File: config.mk
export PLATFORM = sky130hd
export DESIGN_NAME = ibex_counter_bank
export DESIGN_NICKNAME = d
export VERILOG_FILES = /design/src/rtl/ibex_counter_bank.sv
export SDC_FILE = /design/constraint.sdc
export NUM_CORES = 1
export LEC_CHECK = 0
export BUFFER_PORTS_ARGS = -buffer_cell sky130_fd_sc_hd__clkbuf_2
export CAP_MARGIN = 20
export CORE_ASPECT_RATIO = 0.8
export CORE_MARGIN = 2
export CORE_UTILIZATION = 30
export CTS_CLUSTER_DIAMETER = 150
export CTS_CLUSTER_SIZE = 20
export DETAILED_ROUTE_END_ITERATION = 16
export HOLD_SLACK_MARGIN = 0.08
export RECOVER_POWER = 25
export SYNTH_ARGS = -nofsm -noshare
export SYNTH_HDL_FRONTEND = slang
export SYNTH_SLANG_ARGS = --single-unit
File: constraint.sdc
create_clock -name clk_i -period 2.1 [get_ports clk_i]
set_clock_uncertainty 0.1 [all_clocks]
set_input_delay 0.42 -clock clk_i [delete_from_list [all_inputs] [get_ports clk_i]]
set_output_delay 0.42 -clock clk_i [all_outputs]
set_load 0.02 [all_outputs]
File: src/rtl/ibex_counter_bank.sv
// Bank of NumCounters performance counters, each with its own event mask,
// inhibit, split 32-bit CSR write access and sticky overflow flag.
module ibex_counter_bank #(
  parameter int unsigned NumCounters  = 4,
  parameter int unsigned CounterWidth = 40,
  parameter int unsigned NumEvents    = 16,
  parameter int unsigned IdxW         = 5
) (
  input  logic                   clk_i,
  input  logic                   rst_ni,
  input  logic [NumEvents-1:0]   event_i,
  input  logic [NumCounters-1:0] inhibit_i,
  input  logic [IdxW-1:0]        wr_idx_i,
  input  logic                   wr_lo_we_i,
  input  logic                   wr_hi_we_i,
  input  logic                   wr_cfg_we_i,
  input  logic [31:0]            wr_data_i,
  input  logic [NumCounters-1:0] ovf_clr_i,
  input  logic [IdxW-1:0]        rd_idx_i,
  output logic [63:0]            rd_val_o,
  output logic [31:0]            rd_cfg_o,
  output logic [NumCounters-1:0] ovf_o,
  output logic                   any_ovf_o
);

  // A counter of 32 bits or fewer has no high half, so a high write is a no-op there.
  localparam bit HasHi = (CounterWidth > 32);

  logic                    w_hi_eff;
  logic [CounterWidth-1:0] w_cnt  [NumCounters];
  logic [NumEvents-1:0]    w_mask [NumCounters];
  logic [NumCounters-1:0]  w_ovf;

  assign w_hi_eff = wr_hi_we_i & HasHi;

  for (genvar gi = 0; gi < NumCounters; gi++) begin : g_ch
    logic [CounterWidth-1:0] r_cnt;
    logic [CounterWidth-1:0] w_cnt_d;
    logic [NumEvents-1:0]    r_mask;
    logic                    r_ovf;
    logic                    w_ovf_d;
    logic                    w_sel;
    logic                    w_load;
    logic                    w_inc;
    logic                    w_wrap;
    logic [63:0]             w_cur;
    logic [31:0]             w_lo;
    logic [31:0]             w_hi;

    // Out-of-range write indices never match any channel, so they are dropped.
    assign w_sel  = (wr_idx_i == IdxW'(gi));
    assign w_load = w_sel & (wr_lo_we_i | w_hi_eff);
    // Any number of matching events in one cycle counts as a single increment.
    assign w_inc  = (|(r_mask & event_i)) & ~inhibit_i[gi];
    assign w_wrap = w_inc & (&r_cnt);

    // Merge the written half with the retained half; both enables load {data, data}.
    assign w_cur = 64'(r_cnt);
    assign w_lo  = wr_lo_we_i ? wr_data_i : w_cur[31:0];
    assign w_hi  = w_hi_eff   ? wr_data_i : w_cur[63:32];

    // Next count and flag: a CSR write wins over counting and clears the flag,
    // a wrap sets the flag and wins over a clear pulse.
    always_comb begin
      w_cnt_d = r_cnt;
      w_ovf_d = r_ovf;
      if (w_load) begin
        w_cnt_d = CounterWidth'({w_hi, w_lo});
        w_ovf_d = 1'b0;
      end else begin
        if (w_inc) begin
          w_cnt_d = r_cnt + CounterWidth'(1);
        end
        if (w_wrap) begin
          w_ovf_d = 1'b1;
        end else if (ovf_clr_i[gi]) begin
          w_ovf_d = 1'b0;
        end
      end
    end

    // Channel state; the mask write is independent of the counter write.
    always_ff @(posedge clk_i or negedge rst_ni) begin
      if (!rst_ni) begin
        r_cnt  <= '0;
        r_mask <= '0;
        r_ovf  <= 1'b0;
      end else begin
        r_cnt <= w_cnt_d;
        r_ovf <= w_ovf_d;
        if (w_sel && wr_cfg_we_i) begin
          r_mask <= wr_data_i[NumEvents-1:0];
        end
      end
    end

    assign w_cnt[gi]  = r_cnt;
    assign w_mask[gi] = r_mask;
    assign w_ovf[gi]  = r_ovf;
  end

  // Read mux straight from state; out-of-range indices read as zero.
  always_comb begin
    rd_val_o = '0;
    rd_cfg_o = '0;
    for (int unsigned i = 0; i < NumCounters; i++) begin
      if (rd_idx_i == IdxW'(i)) begin
        rd_val_o = 64'(w_cnt[i]);
        rd_cfg_o = 32'(w_mask[i]);
      end
    end
  end

  assign ovf_o     = w_ovf;
  assign any_ovf_o = |w_ovf;

endmodule

==> metrics.cfg <==
[finish]
synthToLayoutAreaGrowth_pct = 53.1
fin_cells = 2976
fin_area_mm2 = 0.0234
fin_nets = 2365
drive_gt1_share_pct = 45.5

[global_route]
grt_busiest_layer = met2
grt_first_pass_wirelength_um = 104000
grtUsageMet2_pct = 38.4
grt_max_degree = 64
grt_overflow = 0
met3_usage_pct = 5.79
grt_antenna_before_repair = 8
globalRouteMet1Util_pct = 36.8
grt_usage_pct = 25.8
grt_pass1_vias = 16013

[route]
initialDrtViolationCount = 2130
wl_per_cell_um = 25.2
detail-route-antenna-nets = 0
firstDrtPassIters = 6
routed_wirelength_um = 75000
vias_per_cell = 6.00
drcViolationCount = 0
via_count = 17864

[worst_setup_path]
cp_slowest_cell = buf_12
crit_chain = buf_8 > nor3_4 > buf_6 > nand2b_4 > buf_12 > buf_12 > o22ai_2 > o21a_2 > buf_8
crit_required_ns = 1.58
crit_fanout = 7
critPathMaxStageDelay_ns = 0.22
critPathKind = in -> out
cp-start-kind = primary input
critPathLaunch = rd_idx_i[2]
endpoint_kind = output port
crit-reg2reg-launch = g_ch[0].r_cnt[14]
cp.arrival_ns = 1.87

[worst_hold_path]
hp-class = in -> reg
hp-start = ovf_clr_i[0]

[logic_synthesis]
ys_top_cells_by_area = dfrtp_1 37%, a21oi_1 7.4%, mux2_2 4.7%, o22ai_1 4.4%, mux2i_1 4.4%
synth_edf_count = 0
yosysWarnings = 0
synth.yosys.seq_area_share_pct = 37.3
synthesis.area_mm2 = 0.0153
async_reset_ff_share_pct = 100
avgSynthCellArea_um2 = 8.42
ys_seq_elements = 228
netlist_instances = 1818
synth_top_area_cell = dfrtp_1
synth_top_cell_area_share_pct = 37.3
ys_types = 71
yosysMostFrequentCell = dfrtp_1
synth_common_cells = 228 x dfrtp_1, 226 x a21oi_1, 167 x nand2_1
synth-main-ff-cell = dfrtp_1

[sta]
finalSetupViolations = 135
setup_tns_ns = -16.13
relSlewSlack_pct = 36.0
rsz0062_at_grt = true
postLayoutSetupSlackWorst_ns = -0.289
fmax_mhz = 419
drv_slew = 0
min_period_ns = 2.39
hold_violations = 0
period_share_pct = 114
worst_pin_slew_ns = 0.961

[clock_tree]
cts_tree = built
clockRootBuffer = clkbuf_16
clk_pin_slew_worst_paths_ns = 0.10
cts_sinks = 228
cts_buffers = 15
clockBufferDepth = 3
clkLatencyLatePin_ns = 0.52
cts-htree-levels = 1

[run_status]
violations = setup timing
status = finished with violations

[place]
place.gp.congestion = 0.987
dpl_cell_area_mm2 = 0.0196
dp_worst_setup_slack_ns = -0.504
dp_hpwl_um = 51700
dp_cells = 2874
io_buffers = 131

[power_and_ir_drop]
max-vdd-ir-drop_mv = 0.530
p_leak_uw = 0.0101
cellPowerDensity_mw_per_mm2 = 829

[die]
die_x_um = 257
io_pins = 172
die_h_um = 206
start_util_pct = 30.2
rows = 74
core_mm2 = 0.0507
die_area_mm2 = 0.0529

[flow_run]
max_cap_violations = 0

-- power by group --
group / switching [uW] / internal (uW)
sequential: 1410 / 5650
clock: 1710 / 1310
combinational: 4870 / 4480
total: 7990 / 11400
-- through the flow --
| step | power, uW | utilization, % | hold slack [ns] |
|---|---|---|---|
| 2_1_floorplan | 10100 | - | 0.0244 |
| 3_3_place_gp | 13700 | 38.6 | 0.213 |
| 3_5_place_dp | 13900 | 38.6 | 0.215 |
| 4_1_cts | 17600 | 41.7 | 0.186 |
| 5_1_grt | 20200 | 46.2 | 0.186 |
| 6_report | 19400 | 46.2 | 0.182 |
-- timing repair --
action	4_1_cts	5_1_grt
pin swaps	38	105
gates cloned	8	14
hold endpoints to repair	141	0
setup endpoints to repair	176	204
resized for setup	176	408
setup buffers	23	45
hold buffers	2	0
-- worst max-delay path: cells and delay by family --
kind	cells	cell delay, ns
AND/OR/NAND/NOR	2	0.37
AO/OA/AOI/OAI	2	0.34
buffers and inverters	5	0.73
-- path summary, 6_finish.rpt --
check | end | slack [ns] | cells past startpoint
hold reg to reg | g_ch[3].r_mask[8] | 0.47 | 1
max in group asynchronous | g_ch[0].r_cnt[32] | 0.30 | 3
setup / recovery | rd_val_o[25] | -0.29 | 9
setup reg to reg | g_ch[0].r_cnt[31] | -0.11 | 9
min in group asynchronous | g_ch[0].r_mask[12] | 0.49 | 2
hold / removal | g_ch[0].r_ovf | 0.18 | 3
-- sequential cells by signal, indices dropped and copies added (netlist names) --
register	flops
g_ch.r_ovf	4
g_ch.r_mask	64
g_ch.r_cnt	160
-- logic make-up after synthesis --
logic type / after synthesis / share of synthesized area [%]
adder cells (fa/ha/maj): 4 / 0.327
flip-flops: 228 / 37.3
other: 1 / 0.0245
multiplexers: 131 / 9.09
buffers and inverters: 205 / 6.69
AO/OA/AOI/OAI: 668 / 27.6
AND/OR/NAND/NOR: 581 / 19.0
-- placed cells by master, fill, tap and decap left out, types with 40 or more instances in the layout --
cell type and instances:
clkbuf_2 77, nand2_1 159, a21oi_1 133, mux2_2 64, nand4_1 41, buf_6 70, buf_12 40, conb_1 40
mux2i_1 51, buf_4 354, nor2_1 134, a21oi_2 74, nand3_1 77, o22ai_1 56, dfrtp_1 220, o21ai_0 81
o22a_1 42
-- final cells by class --
cell class / instances / area, um^2
clock buffer: 15 / 375
tap: 684 / 856
inverter: 23 / 86.3
clock inverter: 2 / 25.0
timing repair buffer: 597 / 5630
fill: 4728 / 27300
multi-input combinational: 1425 / 10700
sequential: 228 / 5720
antenna: 2 / 5.00
-- metal layers --
layer,up-vias,wire [um]
met1,8846,30500
met5,-,54
li1,7698,-
met3,237,8860
met4,8,3960
met2,1075,31700
Note: power is estimated with default switching activity, not from simulation.
